<file path="src/rtl/multi_channel_fifo_queue_pkg.sv">
// Shared defaults and helpers for multi_channel_fifo_queue.
// Optional almost-full outputs are enabled by FIFO_QUEUE_ALMOST_FULL_EN.
package multi_channel_fifo_queue_pkg;

  localparam int MCFQ_NUM_CHANNELS = 4;
  localparam int MCFQ_CH_ID_W = 2;
  localparam int MCFQ_QUEUE_SIZE = 8;
  localparam int MCFQ_PTR_W = 3;
  localparam int MCFQ_ENTRY_W = 32;
  localparam int MCFQ_AF_THRESHOLD = 6;

  function automatic int wrap_ch(
    input int idx,
    input int n
  );
    return idx % n;
  endfunction

endpackage

</file>
<file path="src/rtl/multi_channel_fifo_queue_round_robin_arbiter.sv">
// Round-robin channel picker with a grant lock that pins
// the presented channel until the consumer pops it.
module round_robin_arbiter
  import multi_channel_fifo_queue_pkg::*;
#(
  parameter int NUM_CHANNELS = MCFQ_NUM_CHANNELS,
  parameter int CHANNEL_ID_WIDTH_IN_BITS = MCFQ_CH_ID_W
) (
  input  logic [NUM_CHANNELS-1:0]             req_in,
  input  logic [CHANNEL_ID_WIDTH_IN_BITS-1:0] rr_ptr_in,
  input  logic                                lock_in,
  input  logic [CHANNEL_ID_WIDTH_IN_BITS-1:0] lock_id_in,
  output logic [NUM_CHANNELS-1:0]             grant_out,
  output logic [CHANNEL_ID_WIDTH_IN_BITS-1:0] grant_id_out
);

  int c;

  always_comb begin
    grant_out = '0;
    grant_id_out = '0;
    c = 0;
    if (lock_in) begin
      grant_out = NUM_CHANNELS'(1) << lock_id_in;
      grant_id_out = lock_id_in;
    end else begin
      // Scan farthest-first so the nearest requester wins last.
      for (int i = NUM_CHANNELS; i >= 1; i--) begin
        c = wrap_ch(int'(rr_ptr_in) + i, NUM_CHANNELS);
        if (req_in[c]) begin
          grant_out = NUM_CHANNELS'(1) << c;
          grant_id_out = CHANNEL_ID_WIDTH_IN_BITS'(c);
        end
      end
    end
  end

endmodule

</file>
<file path="src/rtl/multi_channel_fifo_queue.sv">
// Per-channel FIFOs merged onto one consumer port by round robin.
// Define FIFO_QUEUE_ALMOST_FULL_EN to add almost_full_out.
module multi_channel_fifo_queue
  import multi_channel_fifo_queue_pkg::*;
#(
  parameter int NUM_CHANNELS = MCFQ_NUM_CHANNELS,
  parameter int CHANNEL_ID_WIDTH_IN_BITS = MCFQ_CH_ID_W,
  parameter int QUEUE_SIZE = MCFQ_QUEUE_SIZE,
  parameter int QUEUE_PTR_WIDTH_IN_BITS = MCFQ_PTR_W,
  parameter int SINGLE_ENTRY_WIDTH_IN_BITS = MCFQ_ENTRY_W,
  parameter STORAGE_TYPE = "LUTRAM",
  parameter int ALMOST_FULL_THRESHOLD = MCFQ_AF_THRESHOLD
) (
  input  logic clk_in,
  input  logic reset_n_in,
  input  logic [NUM_CHANNELS*SINGLE_ENTRY_WIDTH_IN_BITS-1:0] request_in,
  input  logic [NUM_CHANNELS-1:0] request_valid_in,
  output logic [NUM_CHANNELS-1:0] issue_ack_out,
  output logic [NUM_CHANNELS-1:0] is_full_out,
  output logic [NUM_CHANNELS-1:0] is_empty_out,
`ifdef FIFO_QUEUE_ALMOST_FULL_EN
  output logic [NUM_CHANNELS-1:0] almost_full_out,
`endif
  output logic [SINGLE_ENTRY_WIDTH_IN_BITS-1:0] request_out,
  output logic [CHANNEL_ID_WIDTH_IN_BITS-1:0] request_channel_out,
  output logic request_valid_out,
  input  logic issue_ack_in
);

  localparam int W = SINGLE_ENTRY_WIDTH_IN_BITS;
  localparam int PW = QUEUE_PTR_WIDTH_IN_BITS;
  localparam int CNT_W = QUEUE_PTR_WIDTH_IN_BITS + 1;
  localparam int IDW = CHANNEL_ID_WIDTH_IN_BITS;

  if (ALMOST_FULL_THRESHOLD > QUEUE_SIZE ||
      (1 << PW) != QUEUE_SIZE ||
      $bits(STORAGE_TYPE) == 0) begin : g_bad_cfg
    $error("multi_channel_fifo_queue: bad parameters");
  end

  logic [PW-1:0] wr_ptr_q [NUM_CHANNELS];
  logic [PW-1:0] wr_ptr_d [NUM_CHANNELS];
  logic [PW-1:0] rd_ptr_q [NUM_CHANNELS];
  logic [PW-1:0] rd_ptr_d [NUM_CHANNELS];
  logic [CNT_W-1:0] count_q [NUM_CHANNELS];
  logic [CNT_W-1:0] count_d [NUM_CHANNELS];

  logic [IDW-1:0] rr_ptr_q;
  logic [IDW-1:0] rr_ptr_d;
  logic           lock_q;
  logic           lock_d;
  logic [IDW-1:0] lock_id_q;
  logic [IDW-1:0] lock_id_d;

  logic [NUM_CHANNELS-1:0] push;
  logic [NUM_CHANNELS-1:0] pop;
  logic [NUM_CHANNELS-1:0] grant;
  logic [IDW-1:0]          grant_id;
  logic                    pop_any;
  logic [W-1:0]            head [NUM_CHANNELS];

  always_comb begin
    is_full_out = '0;
    is_empty_out = '0;
    push = '0;
    for (int c = 0; c < NUM_CHANNELS; c++) begin
      is_full_out[c] = count_q[c] == CNT_W'(QUEUE_SIZE);
      is_empty_out[c] = count_q[c] == '0;
      push[c] = request_valid_in[c] & ~is_full_out[c];
    end
  end

  assign issue_ack_out = push;
  assign request_valid_out = |(~is_empty_out);
  assign pop_any = request_valid_out & issue_ack_in;
  assign pop = {NUM_CHANNELS{pop_any}} & grant;

`ifdef FIFO_QUEUE_ALMOST_FULL_EN
  always_comb begin
    almost_full_out = '0;
    for (int c = 0; c < NUM_CHANNELS; c++) begin
      almost_full_out[c] =
        count_q[c] >= CNT_W'(ALMOST_FULL_THRESHOLD);
    end
  end
`endif

  round_robin_arbiter #(
    .NUM_CHANNELS(NUM_CHANNELS),
    .CHANNEL_ID_WIDTH_IN_BITS(IDW)
  ) u_arb (
    .req_in(~is_empty_out),
    .rr_ptr_in(rr_ptr_q),
    .lock_in(lock_q),
    .lock_id_in(lock_id_q),
    .grant_out(grant),
    .grant_id_out(grant_id)
  );

  // Storage is intentionally left unreset; pointers define validity.
  for (genvar g = 0; g < NUM_CHANNELS; g++) begin : g_ch
    (* ram_style = STORAGE_TYPE *)
    logic [W-1:0] mem [QUEUE_SIZE];

    always_ff @(posedge clk_in) begin
      if (push[g]) begin
        mem[wr_ptr_q[g]] <= request_in[g*W +: W];
      end
    end

    assign head[g] = mem[rd_ptr_q[g]];
  end

  assign request_out = request_valid_out ? head[grant_id] : '0;
  assign request_channel_out = request_valid_out ? grant_id : '0;

  always_comb begin
    for (int c = 0; c < NUM_CHANNELS; c++) begin
      wr_ptr_d[c] = wr_ptr_q[c];
      rd_ptr_d[c] = rd_ptr_q[c];
      count_d[c] = count_q[c];
      if (push[c]) begin
        wr_ptr_d[c] = wr_ptr_q[c] + PW'(1);
      end
      if (pop[c]) begin
        rd_ptr_d[c] = rd_ptr_q[c] + PW'(1);
      end
      if (push[c] && !pop[c]) begin
        count_d[c] = count_q[c] + CNT_W'(1);
      end else if (!push[c] && pop[c]) begin
        count_d[c] = count_q[c] - CNT_W'(1);
      end
    end
  end

  always_comb begin
    rr_ptr_d = pop_any ? grant_id : rr_ptr_q;
    lock_d = request_valid_out & ~issue_ack_in;
    lock_id_d = grant_id;
  end

  always_ff @(posedge clk_in or negedge reset_n_in) begin
    if (!reset_n_in) begin
      for (int c = 0; c < NUM_CHANNELS; c++) begin
        wr_ptr_q[c] <= '0;
        rd_ptr_q[c] <= '0;
        count_q[c] <= '0;
      end
      rr_ptr_q <= IDW'(NUM_CHANNELS - 1);
      lock_q <= 1'b0;
      lock_id_q <= '0;
    end else begin
      for (int c = 0; c < NUM_CHANNELS; c++) begin
        wr_ptr_q[c] <= wr_ptr_d[c];
        rd_ptr_q[c] <= rd_ptr_d[c];
        count_q[c] <= count_d[c];
      end
      rr_ptr_q <= rr_ptr_d;
      lock_q <= lock_d;
      lock_id_q <= lock_id_d;
    end
  end

endmodule

</file>
<file path="config.mk">
export PLATFORM = sky130hd
export DESIGN_NAME = multi_channel_fifo_queue
export DESIGN_NICKNAME = d
export VERILOG_FILES = /design/src/rtl/multi_channel_fifo_queue_pkg.sv /design/src/rtl/multi_channel_fifo_queue_round_robin_arbiter.sv /design/src/rtl/multi_channel_fifo_queue.sv
export SDC_FILE = /design/constraint.sdc
export NUM_CORES = 1
export LEC_CHECK = 0
export ABC_AREA = 1
export CELL_PAD_IN_SITES_DETAIL_PLACEMENT = 1
export CELL_PAD_IN_SITES_GLOBAL_PLACEMENT = 2
export CORE_MARGIN = 5
export CORE_UTILIZATION = 35
export DETAILED_ROUTE_END_ITERATION = 16
export PLACE_DENSITY = 0.64
export SKIP_LAST_GASP = 1
export SYNTH_ARGS = -nofsm -noshare
export SYNTH_HDL_FRONTEND = slang
export SYNTH_SLANG_ARGS = --single-unit
</file>
<file path="constraint.sdc">
create_clock -name clk_in -period 9.4 [get_ports clk_in]
set_input_delay 1.88 -clock clk_in [delete_from_list [all_inputs] [get_ports clk_in]]
set_output_delay 1.88 -clock clk_in [all_outputs]
set_load 0.02 [all_outputs]
</file>
==> reports/qor.txt <==
Cells after Synth - 3344
Clock Power Share - 23.7%
Drt first pass iters - 5
Critical Path End Type - output pin
YS warnings - 0
Area share of the largest cell type after synthesis - 71.5%
Setup TNS - 0 ns
Fraction of the yosys area taken by sequential cells - 74.1%
Port buffer count - 181
Area of the multi-input gates - 10200 um^2
Clock slew seen by the registers of the worst setup and hold paths - 0.06 ns
Top Ports - 182
Clk Latency, worst-skew pair - 0.70 ns
Hold Path Origin - count_q[11]
Critical path, cell by cell - inv_2 > ha_1 > inv_1 > nand3_2 > o21ai_4 > inv_1 > nand2_1 > nand2_1 > nand3_2 > buf_4 > nand2_2 > nand2_1 > nand2_1 > nand2_1 > nand2_1 > nor2_1 > clkdlybuf4s50_1
Fillers - 12600
CTS tree - yes
RSZ-0062 raised after global routing - false
Initial cell density of the core - 35.3%
Layout cells sized above 1 - 9.12%
Register Area - 31900 um^2
RR Endpoint - count_q[7]
Final slew viol count - 0
Routability Congestion - 0.856
Max Cap Viol - 0
Clock skew - 0.0241 ns
Comb pwr share - 40.7%
Switch share - 41.3%
Area growth syn-to-layout - 17.0%
Post-CTS Setup Repair Bufs - 0
# DRC - 0
P_leak - 16.7 nW
Largest net degree at the start of global routing - 102
Hold Slack - 0.495 ns
Largest area contributor in the synthesized netlist - edfxtp_1
Critical path origin - rr_ptr_q[0]
Critical path's slowest cell - nand2_2
Final count of hold timing violations - 0
CTS H-tree depth - 3
Worst path arrival time - 5.58 ns
Synth unique cells - 34
Avg WL per Cell - 26.1 um
Peak VDD IR - 333 uV
Async set-reset flop share out of synthesis - 4.21%
Final setup violation count - 0
Vias in the first global route - 30100
Clock Path Buffers - 3
Final antenna-violating net count - 0
Critical path type - reg -> out
Clk sinks - 1069
Reg2reg start - count_q[8]
Die Y - 361 um
Num CTS Buffers - 115
Root buffer cell - clkbuf_16
Vias/cell - 5.36
Outcome - finished clean
Min-Delay Path Class - reg -> reg
P_sw - 7.29 mW
Total track usage - 20.6%
NumNets Final - 3674
Post-Syn Nets - 3507
Worst-margin pin slew - 1.43 ns
Top_reg_cell synth - edfxtp_1
Flip-flop and latch count after synthesis - 1069
Post-Syn Area - 43000 um^2
Initial antenna violation count - 30
Sequential power share - 35.6%
Final worst path period need - 7.46 ns
DIE WIDTH - 361 um
PwrDens - 351 nW/um^2
Die ar. - 130000 um^2
Worst Hold End - count_q[11]
First-pass GRT wire length - 201 mm
Synth area leaders - edfxtp_1 71%, o21ai_0 7.2%, nor2_1 5.2%, o221ai_1 2.6%, dfrtp_1 2.5%
Internal power - 10.4 mW
CORE AREA - 122000 um^2
Commonest cells post-synth - 1024 x edfxtp_1, 619 x o21ai_0, 599 x nor2_1, 273 x nand2_1, 173 x clkbuf_1
R2R setup slack - 5.19 ns
Worst Path Max Fanout - 67
Total Wirelength - 137 mm
Critical path required time - 7.52 ns
Cts hold-fix bufs - 0
Dpl hpwl - 83.7 mm
Worst rel slew slack - 3.45%
Reg2Reg Depth - 16
Period utilization - 79.4%
GRT overflow - 0
Synth Area per Inst - 12.9 um^2
CP peak stage delay - 0.94 ns
Most frequent cell after synthesis - edfxtp_1
Most Frequent Cell on Critical Path - nand2_1
Drt first-iter violations - 2221
Fmax - 134 MHz
Row Count - 128
Via count - 28100
Startpoint Class - flop
Post-CTS Resized - 0
Post-synth EDFFs - 1024
Hold Path Cell Cnt - 1
cell families after synthesis:
group | share of synthesized area (%)
AND/OR/NAND/NOR | 9.13
adder cells (fa/ha/maj) | 0.884
XOR/XNOR | 0.427
flip-flops | 74.1
AO/OA/AOI/OAI | 12.8
buffers and inverters | 2.68
routing by layer:
layer / up-vias / GRT usage (%) / wire length, um
li1: 12800 / - / -
met1: 14500 / 27.3 / 59100
met2: 641 / 33.2 / 63900
met3: 200 / 5.41 / 9740
met4: 18 / 6.77 / 4180
met5: - / 0 / 112
worst max path at each step:
stage	to
after global routing	request_out[3]
final	request_out[3]
after global placement	request_out[26]
after CTS	request_out[3]
after floorplan	request_out[22]
after detailed placement	request_out[3]
worst max-delay path: cells and delay by family (launching register included):
kind	cells	cell delay [ns]
AO/OA/AOI/OAI	1	0.15
adder cells (fa/ha/maj)	1	0.36
buffers and inverters	5	1.61
flip-flops	1	0.62
AND/OR/NAND/NOR	10	2.08
stage by stage:
stage | utilization, % | cell area (um^2) | worst slack (ns) | instances | power [mW]
global placement | 38.4 | 46900 | 2.93 | 5019 | 13.4
global route | 41.3 | 50400 | 1.59 | 5239 | 18.7
floorplan | - | 43000 | 5.15 | 3344 | 10.2
finish | 41.3 | 50400 | 1.94 | 5242 | 17.7
detailed placement | 38.4 | 46900 | 2.77 | 5019 | 13.6
CTS | 41.2 | 50300 | 1.99 | 5232 | 17.8
power by group through the flow:
| stage | logic (mW) | clock network, mW | registers [mW] |
|---|---|---|---|
| 2_1_floorplan | 3.91 | 0 | 6.29 |
| 3_3_place_gp | 7.05 | 0 | 6.33 |
| 3_5_place_dp | 7.23 | 0 | 6.38 |
| 4_1_cts | 7.26 | 4.30 | 6.29 |
| 5_1_grt | 7.82 | 4.51 | 6.35 |
| 6_report | 7.19 | 4.18 | 6.28 |
cell type report:
cell class | instances | share of cell area [%]
diodes | 10 | 0.0497
clock buffers | 156 | 6.20
clock inverters | 57 | 0.681
inverters | 60 | 0.467
multi-input cells | 1995 | 20.3
flip-flops and latches | 1069 | 63.3
well taps | 1625 | 4.04
repair buffers | 270 | 4.91
placed cells by master (no fill, tap or decap), types with 32 or more instances in the layout:
cell             instances
dfrtp_1                 37
o21ai_0                609
clkbuf_16              116
edfxtp_1              1024
nand2_1                272
nor2_4                  32
nand3_1                 80
o221ai_1               129
o22ai_1                128
clkdlybuf4s50_1        180
o21ai_1                 46
buf_4                   89
inv_1                   45
a21oi_1                 46
nor2_1                 567
clkbuf_1                33
registers in the layout, indices dropped and copies added, names as in the netlist:
name       flops
wr_ptr_q      12
lock_q         1
rd_ptr_q      12
g_ch.mem    1024
count_q       16
rr_ptr_q       2
lock_id_q      2
(Power assumes the default switching activity.)
